<file path="config.mk">
export PLATFORM = sky130hd
export DESIGN_NAME = sdram_phy_cmd_flat
export DESIGN_NICKNAME = d
export VERILOG_FILES = /design/src/rtl/sdram_pkg.sv /design/src/rtl/sdram_phy_cmd_if.sv /design/src/rtl/sdram_phy_cmd.sv /design/src/flat_wrapper.sv
export SDC_FILE = /design/constraint.sdc
export NUM_CORES = 1
export LEC_CHECK = 0
export CORE_UTILIZATION = 45
export DETAILED_ROUTE_END_ITERATION = 10
export PLACE_DENSITY = 0.84
export RECOVER_POWER = 50
export SYNTH_ARGS = -nofsm -noshare
export SYNTH_HDL_FRONTEND = slang
export SYNTH_SLANG_ARGS = --single-unit
</file>
<file path="constraint.sdc">
create_clock -name CLK -period 5.7 [get_ports CLK]
set_input_delay 1.14 -clock CLK [delete_from_list [all_inputs] [get_ports CLK]]
set_output_delay 1.14 -clock CLK [all_outputs]
set_load 0.005 [all_outputs]
</file>
<file path="src/rtl/sdram_pkg.sv">
// SDRAM_PKG: shared types and timing tables for the SDRAM controller blocks.
// Latency: n/a (types and constants only).
// Backpressure: n/a.
package SDRAM_PKG;
  localparam int N_BANKS  = 4;
  localparam int BA_W     = $clog2(N_BANKS);
  localparam int ADDR_W   = 13;
  localparam int DATA_W   = 16;
  localparam int DQM_W    = DATA_W / 8;
  // A10 doubles as auto-precharge (READ/WRITE) and precharge-all (PRE).
  localparam int PALL_BIT = 10;

  typedef logic [DATA_W-1:0] data_t;
  typedef logic [3:0]        tag_t;

  typedef enum logic [1:0] {CAS_1, CAS_2, CAS_3} cas_t;
  localparam int N_CAS [4] = '{1, 2, 3, 3};

  typedef enum logic [1:0] {BURST_1, BURST_2, BURST_4, BURST_8} burst_t;
  localparam int N_BURSTS [4] = '{1, 2, 4, 8};

  typedef enum logic [2:0] {
    OP_NOP, OP_ACT, OP_READ, OP_WRITE, OP_PRE, OP_REF, OP_MRS
  } op_t;

  typedef struct packed {
    op_t               op;
    logic [BA_W-1:0]   bank;
    logic [ADDR_W-1:0] addr;
    data_t             data;
  } cmd_t;
endpackage

</file>
<file path="src/rtl/sdram_phy_cmd_if.sv">
// Arbiter <-> PHY command/read-return bundle.
// Latency: n/a (wires only).
// Backpressure: CMD_ACK_OUT qualifies CMD_REQ_IN; the read return is never stalled.
// Ports: CMD_DATA_IN/CMD_REQ_IN (arbiter->PHY), CMD_ACK_OUT, READ_DATA_OUT,
//        READ_TAG_OUT (PHY->arbiter).
interface sdram_phy_cmd_if;
  SDRAM_PKG::cmd_t  CMD_DATA_IN;
  logic             CMD_REQ_IN;
  logic             CMD_ACK_OUT;
  SDRAM_PKG::data_t READ_DATA_OUT;
  SDRAM_PKG::tag_t  READ_TAG_OUT;

  modport master (output CMD_DATA_IN, CMD_REQ_IN,
                  input  CMD_ACK_OUT, READ_DATA_OUT, READ_TAG_OUT);
  modport slave  (input  CMD_DATA_IN, CMD_REQ_IN,
                  output CMD_ACK_OUT, READ_DATA_OUT, READ_TAG_OUT);
endinterface

</file>
<file path="src/rtl/sdram_phy_cmd.sv">
// sdram_phy_cmd: encodes arbiter commands onto registered SDRAM pins, drives write
//   beats on DQ and returns captured read beats with the read tag on beat 0.
// Latency: command/write beat 0 on pins 1 cycle after accept; read tag/beat 0 at
//   accept + 2 + tCAS + RD_EXTRA.
// Backpressure: none; CMD_ACK_OUT is 1 from the first clock after reset onward.
// Ports: CLK, RESET_IN (async, active high); arb = command/read-return bundle;
//   SD_* = SDRAM pins (split DQ: SD_DQ_OUT/SD_DQ_OE out, SD_DQ_IN in).
module sdram_phy_cmd #(
  parameter SDRAM_PKG::cas_t   CAS      = SDRAM_PKG::CAS_3,
  parameter SDRAM_PKG::burst_t BURST    = SDRAM_PKG::BURST_8,
  parameter int                RD_EXTRA = 0
) (
  input  logic                           CLK,
  input  logic                           RESET_IN,
  sdram_phy_cmd_if.slave                 arb,
  output logic                           SD_CKE,
  output logic                           SD_CS_N,
  output logic                           SD_RAS_N,
  output logic                           SD_CAS_N,
  output logic                           SD_WE_N,
  output logic [SDRAM_PKG::BA_W-1:0]     SD_BA,
  output logic [SDRAM_PKG::ADDR_W-1:0]   SD_A,
  output logic [SDRAM_PKG::DQM_W-1:0]    SD_DQM,
  output SDRAM_PKG::data_t               SD_DQ_OUT,
  output logic                           SD_DQ_OE,
  input  SDRAM_PKG::data_t               SD_DQ_IN
);
  import SDRAM_PKG::*;

  localparam int T_CAS   = N_CAS[CAS];
  localparam int T_BURST = N_BURSTS[BURST];
  // Tag travels alongside the command/CAS/capture/extra stages.
  localparam int TAG_LAT = T_CAS + 1 + RD_EXTRA;
  localparam int WR_W    = $clog2(T_BURST + 1);
  localparam int TAG_W   = $bits(tag_t);

  cmd_t              cmd;
  logic              ack_q;
  logic              accept;
  logic              is_rd;
  logic              is_wr;
  logic              cmd_vld;
  logic [2:0]        enc;      // {RAS_N, CAS_N, WE_N}
  logic [ADDR_W-1:0] a_nxt;
  logic [WR_W-1:0]   wr_left;  // write beats still to drive after the current one
  data_t             rd_pipe [RD_EXTRA+1];
  tag_t              tag_pipe [TAG_LAT];
  tag_t              tag_q;

  assign cmd     = arb.CMD_DATA_IN;
  assign accept  = arb.CMD_REQ_IN && ack_q;
  assign is_rd   = accept && (cmd.op == OP_READ);
  assign is_wr   = accept && (cmd.op == OP_WRITE);
  assign cmd_vld = accept && (cmd.op != OP_NOP);

  assign arb.CMD_ACK_OUT   = ack_q;
  assign arb.READ_DATA_OUT = rd_pipe[RD_EXTRA];
  assign arb.READ_TAG_OUT  = tag_q;

  always_comb begin
    enc   = 3'b111;
    a_nxt = cmd.addr;
    if (accept) begin
      case (cmd.op)
        OP_ACT:   enc = 3'b011;
        OP_READ:  begin enc = 3'b101; a_nxt[PALL_BIT] = 1'b0; end
        OP_WRITE: begin enc = 3'b100; a_nxt[PALL_BIT] = 1'b0; end
        OP_PRE:   enc = 3'b010;
        OP_REF:   enc = 3'b001;
        OP_MRS:   enc = 3'b000;
        default:  enc = 3'b111;
      endcase
    end
  end

  // Command pins. BA/A hold their last value across NOPs to avoid toggling.
  always_ff @(posedge CLK or posedge RESET_IN) begin
    if (RESET_IN) begin
      ack_q    <= 1'b0;
      SD_CKE   <= 1'b0;
      SD_CS_N  <= 1'b1;
      SD_RAS_N <= 1'b1;
      SD_CAS_N <= 1'b1;
      SD_WE_N  <= 1'b1;
      SD_BA    <= '0;
      SD_A     <= '0;
      SD_DQM   <= '1;
    end else begin
      ack_q    <= 1'b1;
      SD_CKE   <= 1'b1;
      SD_CS_N  <= 1'b0;
      SD_DQM   <= '0;
      {SD_RAS_N, SD_CAS_N, SD_WE_N} <= enc;
      if (cmd_vld) begin
        SD_BA <= cmd.bank;
        SD_A  <= a_nxt;
      end
    end
  end

  // Write burst: beat 0 goes out with the WRITE itself, later beats take the
  // data bus as presented on each following cycle. A new READ/WRITE cuts the
  // burst short; a WRITE simply starts a fresh one.
  always_ff @(posedge CLK or posedge RESET_IN) begin
    if (RESET_IN) begin
      wr_left   <= '0;
      SD_DQ_OE  <= 1'b0;
      SD_DQ_OUT <= '0;
    end else if (is_wr) begin
      wr_left   <= WR_W'(T_BURST - 1);
      SD_DQ_OE  <= 1'b1;
      SD_DQ_OUT <= cmd.data;
    end else if (is_rd) begin
      wr_left   <= '0;
      SD_DQ_OE  <= 1'b0;
    end else if (wr_left != '0) begin
      wr_left   <= wr_left - WR_W'(1);
      SD_DQ_OE  <= 1'b1;
      SD_DQ_OUT <= cmd.data;
    end else begin
      SD_DQ_OE  <= 1'b0;
    end
  end

  // Read capture runs free; only the tag marks where a burst starts.
  always_ff @(posedge CLK or posedge RESET_IN) begin
    if (RESET_IN) begin
      for (int i = 0; i <= RD_EXTRA; i++) rd_pipe[i] <= '0;
      for (int i = 0; i < TAG_LAT; i++) tag_pipe[i] <= '0;
      tag_q <= '0;
    end else begin
      rd_pipe[0] <= SD_DQ_IN;
      for (int i = 1; i <= RD_EXTRA; i++) rd_pipe[i] <= rd_pipe[i-1];
      tag_pipe[0] <= is_rd ? cmd.data[TAG_W-1:0] : '0;
      for (int i = 1; i < TAG_LAT; i++) tag_pipe[i] <= tag_pipe[i-1];
      tag_q <= tag_pipe[TAG_LAT-1];
    end
  end

`ifndef SYNTHESIS
  // Bit i: a read beat is due on the DQ pins i cycles from now.
  localparam int EXP_W = T_CAS + T_BURST;
  localparam logic [EXP_W-1:0] RD_MASK = EXP_W'((1 << T_BURST) - 1) << T_CAS;
  logic [EXP_W-1:0] rd_exp;

  always_ff @(posedge CLK or posedge RESET_IN) begin
    if (RESET_IN) rd_exp <= '0;
    else          rd_exp <= (rd_exp >> 1) | (is_rd ? RD_MASK : '0);
  end

  always @(posedge CLK) begin
    if (!RESET_IN) assert (!(SD_DQ_OE && rd_exp[0]));
  end
`endif
endmodule
</file>
<file path="src/flat_wrapper.sv">
// flat-port wrapper written by rule: the top's interface ports become plain ports
module sdram_phy_cmd_flat import SDRAM_PKG::*;
#(
  parameter SDRAM_PKG::cas_t   CAS      = SDRAM_PKG::CAS_3,
  parameter SDRAM_PKG::burst_t BURST    = SDRAM_PKG::BURST_8,
  parameter int                RD_EXTRA = 0
)
  (CLK, RESET_IN, SD_CKE, SD_CS_N, SD_RAS_N, SD_CAS_N, SD_WE_N, SD_BA, SD_A, SD_DQM, SD_DQ_OUT, SD_DQ_OE, SD_DQ_IN, arb_CMD_DATA_IN, arb_CMD_REQ_IN, arb_CMD_ACK_OUT, arb_READ_DATA_OUT, arb_READ_TAG_OUT);
  sdram_phy_cmd_if arb_i ();
  input  logic CLK;
  input  logic RESET_IN;
  output logic SD_CKE;
  output logic SD_CS_N;
  output logic SD_RAS_N;
  output logic SD_CAS_N;
  output logic SD_WE_N;
  output logic [SDRAM_PKG::BA_W-1:0] SD_BA;
  output logic [SDRAM_PKG::ADDR_W-1:0] SD_A;
  output logic [SDRAM_PKG::DQM_W-1:0] SD_DQM;
  output SDRAM_PKG::data_t SD_DQ_OUT;
  output logic SD_DQ_OE;
  input  SDRAM_PKG::data_t SD_DQ_IN;
  input wire logic [$bits(arb_i.CMD_DATA_IN)-1:0] arb_CMD_DATA_IN;
  input wire logic [$bits(arb_i.CMD_REQ_IN)-1:0] arb_CMD_REQ_IN;
  output wire logic [$bits(arb_i.CMD_ACK_OUT)-1:0] arb_CMD_ACK_OUT;
  output wire logic [$bits(arb_i.READ_DATA_OUT)-1:0] arb_READ_DATA_OUT;
  output wire logic [$bits(arb_i.READ_TAG_OUT)-1:0] arb_READ_TAG_OUT;
  assign arb_i.CMD_DATA_IN = arb_CMD_DATA_IN;
  assign arb_i.CMD_REQ_IN = arb_CMD_REQ_IN;
  assign arb_CMD_ACK_OUT = arb_i.CMD_ACK_OUT;
  assign arb_READ_DATA_OUT = arb_i.READ_DATA_OUT;
  assign arb_READ_TAG_OUT = arb_i.READ_TAG_OUT;
  sdram_phy_cmd #(.CAS(CAS), .BURST(BURST), .RD_EXTRA(RD_EXTRA)) u_core (.CLK(CLK), .RESET_IN(RESET_IN), .arb(arb_i), .SD_CKE(SD_CKE), .SD_CS_N(SD_CS_N), .SD_RAS_N(SD_RAS_N), .SD_CAS_N(SD_CAS_N), .SD_WE_N(SD_WE_N), .SD_BA(SD_BA), .SD_A(SD_A), .SD_DQM(SD_DQM), .SD_DQ_OUT(SD_DQ_OUT), .SD_DQ_OE(SD_DQ_OE), .SD_DQ_IN(SD_DQ_IN));
endmodule
</file>
==> impl_metrics.json <==
{
  "core_um2": 5610,
  "worst_r2r_path_depth": 5,
  "hold_viol_final": 0,
  "grt_pass1_wl_um": 8250,
  "final_area_um2": 4000,
  "reg2reg_slack_ns": 3.43,
  "ys_warn_count": 0,
  "netlist_area_um2": 2660,
  "worst_hold_path_type": "reg -> reg",
  "detail_route.wl_per_cell_um": 14.8,
  "synth_top_cell_by_area": "dfrtp_1",
  "cts_max_level": 3,
  "synth_seq_area_share": 0.728,
  "path_max_fanout": 17,
  "cts_tree": "yes",
  "crit_chain": "dlygate4sd3_1 -> nand4b_1 -> mux2i_4 -> mux2_2",
  "timing.final.crit_share": 0.529,
  "cp.required_ns": 5.91,
  "slew_headroom": 0.393,
  "dp_hpwl_um": 3880,
  "fill_cells": 387,
  "critical_path_class": "in -> reg",
  "tightest_slew_ns": 0.905,
  "ant_nets": 0,
  "gp_congestion": 0.719,
  "place_area_um2": 3810,
  "area_delta_synth_final_pct": 50.8,
  "cts_buffers": 9,
  "slowest_delay_ns": 0.69,
  "drt-initial-drc-count": 78,
  "die-area_um2": 6210,
  "routed_via_density": 4.62,
  "crit_family": "multiplexers",
  "syn_inst": 155,
  "design.portCount": 113,
  "holdPathStages": 0,
  "holdPathEnd": "u_core.tag_pipe[4]$_DFF_PP0_",
  "first_global_vias": 1719,
  "rsz0062_at_grt": "false",
  "clock_skew_ns": 0.00804,
  "layout_setup_ws_ns": 2.69,
  "drt_wl_total_um": 5150,
  "p_per_area_nw_per_um2": 353,
  "cts.sinks": 77,
  "cp_slowest_cell": "mux2i_4",
  "layout.nets": 327,
  "first_pass_iters": 2,
  "worstPathArrival_ns": 3.23,
  "grt.busiest_layer": "met2",
  "root_buffer": "clkbuf_8",
  "num_rows": 27,
  "setup_violations": 0,
  "yosys_register_bits": 77,
  "start_kind": "input port",
  "syn-num-nets": 210,
  "overflow": 0,
  "pre_cts_slack_ns": 2.48,
  "cts_hold_buf": 0,
  "clock_latency_ns": 0.33,
  "outcome": "finished clean",
  "cap_violations": 0,
  "use_met3": 0.0483,
  "grt_use_met2": 0.306,
  "r2r-start": "u_core.wr_left[0]$_DFFE_PP0P_",
  "grt_use_total": 0.178,
  "diodes": 0,
  "slew_violations": 0,
  "vdd_drop_max_mv": 0.201,
  "synth_top_area_frac": 0.688,
  "fmax_mhz": 332,
  "antenna_found_initial": 0,
  "drive_gt1_frac": 0.191,
  "cp-end-kind": "register",
  "vias": 1612,
  "fin_crit_ns": 3.01,
  "cts_setup_buffers": 0,
  "synth_cell_types": 25,
  "synthTopCellsByArea": "dfrtp_1 69%, mux2_2 9.3%, mux2_4 5.1%, dfstp_2 4.0%, xnor2_1 1.3%",
  "path_clk_slew_ns": 0.07,
  "die_h_um": 78.8,
  "leakage_nw": 1.76,
  "io_buffer_count": 112,
  "start_util": 0.473,
  "grt_max_degree": 58,
  "grt_use_met1": 0.214,
  "hold_start": "u_core.tag_pipe[8]$_DFF_PP0_",
  "reg2reg_to": "u_core.SD_DQ_OUT[5]$_DFFE_PP0P_",
  "worst-path-buf-inv": 1,
  "cts_resized": 0,
  "ctsLongestPathBuffers": 2,
  "die_w_um": 78.8,
  "fin_setup_tns_ns": 0,
  "drc_errors": 0,
  "syn_avg_cell_area_um2": 17.1
}
==> worst max-delay path by stage <==
| stage | start | to | slack, ns | depth (start not counted) |
|---|---|---|---|---|
| 6_report | arb_CMD_DATA_IN[33] | u_core.SD_DQ_OUT[5]$_DFFE_PP0P_ | 2.69 | 4 |
| 3_5_place_dp | arb_CMD_DATA_IN[33] | u_core.SD_DQ_OUT[5]$_DFFE_PP0P_ | 2.48 | 4 |
| 4_1_cts | arb_CMD_DATA_IN[33] | u_core.SD_DQ_OUT[3]$_DFFE_PP0P_ | 2.83 | 4 |
| 5_1_grt | arb_CMD_DATA_IN[33] | u_core.SD_DQ_OUT[0]$_DFFE_PP0P_ | 2.60 | 4 |
| 3_3_place_gp | arb_CMD_DATA_IN[33] | u_core.SD_DQ_OUT[1]$_DFFE_PP0P_ | 2.52 | 4 |
| 2_1_floorplan | RESET_IN | u_core.SD_A[0]$_DFFE_PP0P_ | 2.60 | 1 |
==> report_power, final <==
group,total (W),leakage (nW),internal [W],switching (W)
registers,0.000664,0.940,0.000622,0.0000420
clock network,0.000407,0.104,0.000227,0.000180
logic,0.000344,0.715,0.000226,0.000118
total,0.00142,1.76,0.00107,0.000341
==> registers in the layout, summed over array words and instances, names as in the netlist <==
name                      count
u_core.SD_A                  13
u_core.arb.READ_TAG_OUT       4
u_core.SD_BA                  2
u_core.tag_pipe              16
u_core.arb.READ_DATA_OUT     16
u_core.SD_CKE                 1
u_core.SD_DQ_OE               1
u_core.SD_DQM                 1
u_core.SD_WE_N                1
u_core.SD_RAS_N               1
u_core.wr_left                4
u_core.SD_DQ_OUT             16
u_core.SD_CAS_N               1
==> cell usage after synthesis <==
cell type	count
dfstp_2	4
o21ai_0	5
o311ai_2	1
conb_1	2
dfrtp_1	73
and2_1	4
nand3_1	2
buf_6	1
mux2i_4	1
ha_1	2
buf_2	2
and4b_1	1
nand4b_2	1
xnor2_1	4
nor3_1	1
mux2_2	22
or3b_1	1
nand2_1	5
mux2_4	9
buf_4	4
inv_1	5
mux2i_1	1
nor2_1	2
buf_12	1
o2111ai_1	1
==> cells in the final DEF (no fill, tap or decap), drive strengths merged <==
cell / count
nand4b: 1
mux2: 31
clkinv: 2
o311ai: 1
dfstp: 4
clkinvlp: 1
mux2i: 2
dfrtp: 73
xnor2: 4
o21ai: 5
o2111ai: 1
and2: 4
and4b: 1
or3b: 1
buf: 1
clkdlybuf4s50: 90
dlygate4sd3: 22
nor3: 1
inv: 4
ha: 2
nand2: 5
nand3: 2
conb: 2
clkbuf: 14
nor2: 2
bufinv: 1
==> cell families (layout without fill, tap and decap cells) <==
kind of cell             count (synthesis)  after routing  share of synthesized area
buffers and inverters                   13            135                     0.0339
AO/OA/AOI/OAI                            7              7                     0.0189
adder cells (fa/ha/maj)                  2              2                    0.00942
XOR/XNOR                                 4              4                     0.0132
other                                    2              2                    0.00283
multiplexers                            33             33                      0.156
AND/OR/NAND/NOR                         17             17                     0.0377
flip-flops                              77             77                      0.728
==> per-layer routing <==
layer / vias up / wire [um]
met5: - / 0
met4: 0 / 48
met2: 65 / 2720
met1: 797 / 2060
met3: 7 / 322
li1: 743 / -
==> final cells by class <==
class | instances | area (um2) | share of cell area
sequential | 77 | 1930 | 0.482
multi-input combinational | 65 | 627 | 0.157
clock buffer | 13 | 159 | 0.0397
timing repair buffer | 114 | 1130 | 0.283
inverter | 5 | 20.0 | 0.00500
clock inverter | 3 | 43.8 | 0.0109
tap | 72 | 90.1 | 0.0225
==> metrics by stage <==
stage | hold WS (ns) | cells | total power (W) | utilization
after floorplan | 0.331 | 155 | 0.000848 | -
after global placement | 0.331 | 333 | 0.00100 | 0.680
after detailed placement | 0.335 | 333 | 0.00103 | 0.680
after CTS | 0.351 | 349 | 0.00144 | 0.716
after global routing | 0.359 | 349 | 0.00149 | 0.714
final | 0.346 | 349 | 0.00142 | 0.714
Note: power is estimated with default switching activity, not from simulation.
